<file path="config.mk">
export PLATFORM = sky130hd
export DESIGN_NAME = aux_out_router_flat
export DESIGN_NICKNAME = d
export VERILOG_FILES = /design/src/rtl/aux_out_router_if.sv /design/src/rtl/aux_out_router.sv /design/src/flat_wrapper.sv
export SDC_FILE = /design/constraint.sdc
export NUM_CORES = 1
export LEC_CHECK = 0
export CORE_MARGIN = 5
export CORE_UTILIZATION = 45
export CTS_BUF_LIST = sky130_fd_sc_hd__clkbuf_16
export DETAILED_ROUTE_END_ITERATION = 6
export DONT_BUFFER_PORTS = 1
export GPL_TIMING_DRIVEN = 0
export PLACE_DENSITY = 0.72
export SKIP_CTS_REPAIR_TIMING = 1
export SYNTH_ARGS = -nofsm -noshare
export SYNTH_HDL_FRONTEND = slang
export SYNTH_SLANG_ARGS = --single-unit
</file>
<file path="constraint.sdc">
create_clock -name clk -period 1.7 [get_ports clk]
set_input_delay 0.34 -clock clk [delete_from_list [all_inputs] [get_ports clk]]
set_output_delay 0.34 -clock clk [all_outputs]
set_load 0.03 [all_outputs]
</file>
<file path="src/rtl/aux_out_router_if.sv">
`default_nettype none
// ============================================================================
// Module      : aux_out_router_if
// Description : Bundle of the aux-output router's detect, override, aux-source
//               and bank-output signals. The router connects via the slave
//               modport; the aux source / board side uses the master modport.
// Revision    : 1.0  initial release
// ============================================================================
interface aux_out_router_if #(
  parameter int N_CH = 2
);
  logic            board_detect;
  logic            force_en;
  logic            force_sel;
  logic [N_CH-1:0] aux_in;
  logic [N_CH-1:0] bank1_out;
  logic            bank1_oe;
  logic [N_CH-1:0] bank2_out;
  logic            bank2_oe;
  logic            sel_valid;
  logic            switching;
  logic [7:0]      switch_cnt;

  modport master (
    output board_detect, force_en, force_sel, aux_in,
    input  bank1_out, bank1_oe, bank2_out, bank2_oe,
    input  sel_valid, switching, switch_cnt
  );

  modport slave (
    input  board_detect, force_en, force_sel, aux_in,
    output bank1_out, bank1_oe, bank2_out, bank2_oe,
    output sel_valid, switching, switch_cnt
  );
endinterface
`default_nettype wire

</file>
<file path="src/rtl/aux_out_router.sv">
`default_nettype none
// ============================================================================
// Module      : aux_out_router
// Description : Routes N_CH aux signals to one of two output banks selected by
//               a debounced board-detect pin (or a manual override), with
//               per-bank polarity correction and a break-before-make dead
//               time on every change of the driven bank.
// Revision    : 1.0  initial release
// ============================================================================
module aux_out_router #(
  parameter int              N_CH        = 2,
  parameter int              DEBOUNCE    = 16,
  parameter int              DEAD_CYCLES = 4,
  parameter logic [N_CH-1:0] INV1        = {N_CH{1'b0}},
  parameter logic [N_CH-1:0] INV2        = {N_CH{1'b1}}
) (
  input  logic             clk,
  input  logic             rst,
  aux_out_router_if.slave  bus
);

  localparam int CW = $clog2(DEBOUNCE) + 1;
  localparam int DW = $clog2(DEAD_CYCLES) + 1;
  localparam logic [CW-1:0] C_DEB_LAST  = CW'(DEBOUNCE - 1);
  localparam logic [DW-1:0] C_DEAD_INIT = DW'(DEAD_CYCLES - 1);

  typedef enum logic [1:0] {
    ST_OFF    = 2'd0,
    ST_DRIVE1 = 2'd1,
    ST_DRIVE2 = 2'd2,
    ST_DEAD   = 2'd3
  } state_t;

  // Synchroniser and debouncer state
  (* IOB = "TRUE" *) logic s1_q;
  logic          s2_q;
  logic          cand_q;
  logic [CW-1:0] cnt_q;
  logic          stable_sel_q;
  logic          stable_valid_q;

  // FSM state and registered outputs
  state_t          state_q, state_d;
  logic [DW-1:0]   dead_q, dead_d;
  logic            sw_inc_d;
  (* IOB = "TRUE" *) logic [N_CH-1:0] bank1_out_q;
  (* IOB = "TRUE" *) logic            bank1_oe_q;
  (* IOB = "TRUE" *) logic [N_CH-1:0] bank2_out_q;
  (* IOB = "TRUE" *) logic            bank2_oe_q;
  logic            sel_valid_q;
  logic            switching_q;
  logic [7:0]      switch_cnt_q;

  // Override is applied combinationally so it reaches the FSM at the next edge
  logic eff_sel, eff_valid;
  assign eff_sel   = bus.force_en ? bus.force_sel : stable_sel_q;
  assign eff_valid = bus.force_en | stable_valid_q;

  // Two-flop synchroniser followed by a hold-time debouncer
  always_ff @(posedge clk) begin
    if (rst) begin
      s1_q           <= 1'b0;
      s2_q           <= 1'b0;
      cand_q         <= 1'b0;
      cnt_q          <= '0;
      stable_sel_q   <= 1'b0;
      stable_valid_q <= 1'b0;
    end else begin
      s1_q <= bus.board_detect;
      s2_q <= s1_q;
      if (s2_q != cand_q) begin
        cand_q <= s2_q;
        cnt_q  <= '0;
      end else if (cnt_q < C_DEB_LAST) begin
        cnt_q <= cnt_q + 1'b1;
      end else begin
        stable_sel_q   <= cand_q;
        stable_valid_q <= 1'b1;
      end
    end
  end

  // Next-state logic: any change of driven bank passes through DEAD
  always_comb begin
    state_d  = state_q;
    dead_d   = dead_q;
    sw_inc_d = 1'b0;
    case (state_q)
      ST_OFF: begin
        if (eff_valid) state_d = eff_sel ? ST_DRIVE1 : ST_DRIVE2;
      end
      ST_DRIVE1: begin
        if (!eff_valid || !eff_sel) begin
          state_d = ST_DEAD;
          dead_d  = C_DEAD_INIT;
        end
      end
      ST_DRIVE2: begin
        if (!eff_valid || eff_sel) begin
          state_d = ST_DEAD;
          dead_d  = C_DEAD_INIT;
        end
      end
      ST_DEAD: begin
        // Selection is only looked at on the exit edge; no restart on toggles
        if (dead_q == '0) begin
          if (!eff_valid) begin
            state_d = ST_OFF;
          end else begin
            state_d  = eff_sel ? ST_DRIVE1 : ST_DRIVE2;
            sw_inc_d = 1'b1;
          end
        end else begin
          dead_d = dead_q - 1'b1;
        end
      end
      default: state_d = ST_OFF;
    endcase
  end

  // FSM register and outputs registered from the next state
  always_ff @(posedge clk) begin
    if (rst) begin
      state_q      <= ST_OFF;
      dead_q       <= '0;
      bank1_out_q  <= '0;
      bank1_oe_q   <= 1'b0;
      bank2_out_q  <= '0;
      bank2_oe_q   <= 1'b0;
      sel_valid_q  <= 1'b0;
      switching_q  <= 1'b0;
      switch_cnt_q <= '0;
    end else begin
      state_q     <= state_d;
      dead_q      <= dead_d;
      bank1_oe_q  <= (state_d == ST_DRIVE1);
      bank2_oe_q  <= (state_d == ST_DRIVE2);
      bank1_out_q <= (state_d == ST_DRIVE1) ? (bus.aux_in ^ INV1) : '0;
      bank2_out_q <= (state_d == ST_DRIVE2) ? (bus.aux_in ^ INV2) : '0;
      sel_valid_q <= eff_valid;
      switching_q <= (state_d == ST_DEAD);
      if (sw_inc_d && (switch_cnt_q != 8'hFF)) switch_cnt_q <= switch_cnt_q + 8'd1;
    end
  end

  assign bus.bank1_out  = bank1_out_q;
  assign bus.bank1_oe   = bank1_oe_q;
  assign bus.bank2_out  = bank2_out_q;
  assign bus.bank2_oe   = bank2_oe_q;
  assign bus.sel_valid  = sel_valid_q;
  assign bus.switching  = switching_q;
  assign bus.switch_cnt = switch_cnt_q;

endmodule
`default_nettype wire

</file>
<file path="src/flat_wrapper.sv">
// flat-port wrapper written by rule: the top's interface ports become plain ports
module aux_out_router_flat 
#(
  parameter int              N_CH        = 2,
  parameter int              DEBOUNCE    = 16,
  parameter int              DEAD_CYCLES = 4,
  parameter logic [N_CH-1:0] INV1        = {N_CH{1'b0}},
  parameter logic [N_CH-1:0] INV2        = {N_CH{1'b1}}
)
  (clk, rst, bus_board_detect, bus_force_en, bus_force_sel, bus_aux_in, bus_bank1_out, bus_bank1_oe, bus_bank2_out, bus_bank2_oe, bus_sel_valid, bus_switching, bus_switch_cnt);
  aux_out_router_if #(.N_CH(N_CH)) bus_i ();
  input  logic clk;
  input  logic rst;
  input wire logic [$bits(bus_i.board_detect)-1:0] bus_board_detect;
  input wire logic [$bits(bus_i.force_en)-1:0] bus_force_en;
  input wire logic [$bits(bus_i.force_sel)-1:0] bus_force_sel;
  input wire logic [$bits(bus_i.aux_in)-1:0] bus_aux_in;
  output wire logic [$bits(bus_i.bank1_out)-1:0] bus_bank1_out;
  output wire logic [$bits(bus_i.bank1_oe)-1:0] bus_bank1_oe;
  output wire logic [$bits(bus_i.bank2_out)-1:0] bus_bank2_out;
  output wire logic [$bits(bus_i.bank2_oe)-1:0] bus_bank2_oe;
  output wire logic [$bits(bus_i.sel_valid)-1:0] bus_sel_valid;
  output wire logic [$bits(bus_i.switching)-1:0] bus_switching;
  output wire logic [$bits(bus_i.switch_cnt)-1:0] bus_switch_cnt;
  assign bus_i.board_detect = bus_board_detect;
  assign bus_i.force_en = bus_force_en;
  assign bus_i.force_sel = bus_force_sel;
  assign bus_i.aux_in = bus_aux_in;
  assign bus_bank1_out = bus_i.bank1_out;
  assign bus_bank1_oe = bus_i.bank1_oe;
  assign bus_bank2_out = bus_i.bank2_out;
  assign bus_bank2_oe = bus_i.bank2_oe;
  assign bus_sel_valid = bus_i.sel_valid;
  assign bus_switching = bus_i.switching;
  assign bus_switch_cnt = bus_i.switch_cnt;
  aux_out_router #(.N_CH(N_CH), .DEBOUNCE(DEBOUNCE), .DEAD_CYCLES(DEAD_CYCLES), .INV1(INV1), .INV2(INV2)) u_core (.clk(clk), .rst(rst), .bus(bus_i));
endmodule
</file>
==> impl_metrics.env <==
export IMPL_status="finished clean"
export IMPL_overflow=0
export IMPL_pwr_share_clk_pct=43.9
export IMPL_first_pass_iters=4
export IMPL_crit_chain="inv_2 > ha_4 > ha_4 > o2111a_4 > nand4_4 > or4_4 > a21oi_2"
export IMPL_first_iter_violations=46
export IMPL_grt_max_degree=11
export IMPL_die_w_um=64.0
export IMPL_dp_hpwl_mm=1.80
export IMPL_clk_pin_slew_ns=0.05
export IMPL_fin_crit_sh_pct=98.2
export IMPL_n_antenna_cell=0
export IMPL_track_usage_pct=12.4
export IMPL_switching_share_pct=22.3
export IMPL_ff_latch_area_um2=632
export IMPL_crit_type="reg -> reg"
export IMPL_startpoint_type="register"
export IMPL_io_buffer_count=0
export IMPL_rsz0062_at_grt="true"
export IMPL_synth_seq_cells=31
export IMPL_p_seq_share_pct=45.5
export IMPL_yosysUniqueCellTypes=41
export IMPL_synth_xor_area_share_pct=2.67
export IMPL_vias_per_cell=5.62
export IMPL_grt_pass1_wl_mm=4.00
export IMPL_syn_nets=152
export IMPL_cts_sinks=31
export IMPL_grt_pass1_vias=914
export IMPL_clock_skew_ns=0.00500
export IMPL_cp_arrival_ns=1.87
export IMPL_syn_inst=141
export IMPL_ant_nets=0
export IMPL_relSlewSlack_pct=65.6
export IMPL_layout_nets=164
export IMPL_drive_gt1_share_pct=21.7
export IMPL_p_switching_w=0.000394
export IMPL_cts_root_buf="clkbuf_16"
export IMPL_synth_top_family_by_area="simple AND/OR/NAND/NOR gates"
export IMPL_setup_viol=0
export IMPL_synthSimpleGateAreaFrac_pct=22.0
export IMPL_hold_viol=0
export IMPL_p_per_area_nw_per_um2=1110
export IMPL_drv_slew=0
export IMPL_ys_warn_count=0
export IMPL_p_leak_nw=0.652
export IMPL_muxShareOfSynthArea_pct=3.91
export IMPL_fmaxAchievable_mhz=599
export IMPL_peakVddDrop_v=0.00119
export IMPL_ys_async_sr_fraction_pct=0
export IMPL_post_route_min_period_ns=1.67
export IMPL_synth_edff_count=0
export IMPL_cpMostUsedCell="ha_4"
export IMPL_route_detailed_drc=0
export IMPL_numCtsBuffers=5
export IMPL_avgSynthCellArea_um2=9.31
export IMPL_slowest_stage="or4_4"
export IMPL_netlist_top_cells_area="dfxtp_1, nor2_1, ha_1"
export IMPL_clk_path_buf_depth=2
export IMPL_synth_compound_area_share_pct=16.8
export IMPL_dpl_cell_area_um2=1370
export IMPL_area_delta_synth_final_pct=21.1
export IMPL_critPathCaptureType="register"
export IMPL_synth_seq_area_share_pct=47.3
export IMPL_core_um2=2780
export IMPL_die_h_um=64.0
export IMPL_syn_area_um2=1310
export IMPL_cp_max_fo=5
export IMPL_wl_per_cell_um=13.8
export IMPL_synth_main_ff_cell="dfxtp_1"
export IMPL_synth_top_area_share_pct=47.3
export IMPL_crit_required_ns=1.90
export IMPL_synth_largest_area_cell="dfxtp_1"
export IMPL_fill_cells=245
export IMPL_worst_slew_pin_slew_ns=0.516
export IMPL_dpl_cell_count=172
export IMPL_instances_no_fill=183
export IMPL_min_path_type="in -> reg"
export IMPL_synthTopCellsByCount="dfxtp_1, nor2_1, nand2_1"
export IMPL_intPower_w=0.00137
export IMPL_pwr_share_comb_pct=10.6
export IMPL_max_cap_violations=0
export IMPL_io_pins=23
export IMPL_vias=1028
export IMPL_htree_levels=2
export IMPL_cp_slowest_stage_delay_ns=0.44
export IMPL_stdcell_area_um2=1590
export IMPL_start_util_pct=47.2
export IMPL_multi_input_area_um2=706
export IMPL_yosysMostFrequentCell="dfxtp_1"
export IMPL_die_area_um2=4100
export IMPL_antenna_found_initial=0
export IMPL_wl_mm=2.52
export IMPL_rows=19
export IMPL_tritoncts="built"
export IMPL_synth_adder_area_share_pct=3.81
export IMPL_clock_latency_ns=0.27
export IMPL_globalplace_congestion=0.743
[registers in the layout, indices dropped and copies added (netlist names), 2 cells and up]
name                   flops
u_core.state_q             2
u_core.bus.switch_cnt      8
u_core.bus.bank1_out       2
u_core.dead_q              3
u_core.bus.bank2_out       2
u_core.cnt_q               5
[cell type report]
type | instances | area share [%]
buffer | 5 | 1.73
clock buffer | 5 | 7.87
clock inverter | 1 | 0.236
inverter | 5 | 1.18
multi-input combinational | 100 | 44.4
sequential | 31 | 39.8
tap | 31 | 2.44
timing repair buffer | 5 | 2.36
[cells by family (layout without fill, tap and decap cells)]
logic type	after synthesis	count (layout)
xor gates and xnor gates	4	4
buffers and inverters	10	21
AOI/OAI and AO/OA	30	30
muxes	5	5
adders and majority gates	4	4
and+or+nand+nor	57	57
DFF	31	31
[power groups by stage]
stage                     sequential, W  combinational, W  clock (W)
after global placement         0.000813          0.000143          0
after CTS                      0.000802          0.000153   0.000796
after detailed placement       0.000815          0.000152          0
after floorplan                0.000810          0.000124          0
after global routing           0.000805          0.000210   0.000845
final                          0.000802          0.000188   0.000773
[final timing paths]
kind               startpoint                       end  slack [ns]  cells past startpoint
max reg2reg  u_core.dead_q[1]  u_core.bus.switch_cnt[7]        0.03                      7
min reg2reg       u_core.s1_q               u_core.s2_q        0.44                      1
max          u_core.dead_q[1]  u_core.bus.switch_cnt[7]        0.03                      7
min             bus_aux_in[1]   u_core.bus.bank2_out[1]        0.14                      1
[worst max-delay path, delay by kind of cell (launching register included)]
kind	cells	cell delay, ns
compound gates	2	0.36
fa+ha+maj	2	0.30
buf+inv	1	0.08
flops	1	0.30
simple gates	2	0.55
[routing by layer]
metal,routed length [um],vias up,global-route usage (%)
met4,38,0,5.71
met5,0,-,0
met3,160,5,5.78
met2,1200,21,19.1
met1,1120,477,14.6
li1,-,525,-
[through the flow]
step	worst slack [ns]	total power, W	utilization [%]	hold slack (ns)	setup TNS, ns
3_3_place_gp	-0.107	0.000957	49.1	0.414	-0.233
3_5_place_dp	-0.122	0.000968	49.1	0.415	-0.417
6_report	0.0312	0.00176	57.1	0.142	0
4_1_cts	-0.145	0.00175	53.8	0.136	-0.535
2_1_floorplan	0.00148	0.000933	-	0.412	0
5_1_grt	-0.0482	0.00186	57.1	0.129	-0.0924
[layout by cell type (no fill, tap or decap), types with 2 or more instances in the layout]
| master | count |
|---|---|
| inv_2 | 2 |
| buf_4 | 7 |
| mux2i_1 | 4 |
| clkbuf_16 | 5 |
| xnor2_1 | 2 |
| nor2_1 | 20 |
| and2_1 | 2 |
| a41oi_1 | 2 |
| dfxtp_2 | 3 |
| nor2b_1 | 5 |
| nor3_1 | 3 |
| nand3_1 | 5 |
| ha_4 | 2 |
| nand2_1 | 10 |
| dfxtp_4 | 2 |
| o31ai_1 | 2 |
| dfxtp_1 | 26 |
| nand4_1 | 2 |
| nand2b_1 | 3 |
| inv_1 | 4 |
| a21oi_1 | 7 |
| xor2_1 | 2 |
| o21ai_0 | 4 |
(Power assumes the default switching activity.)
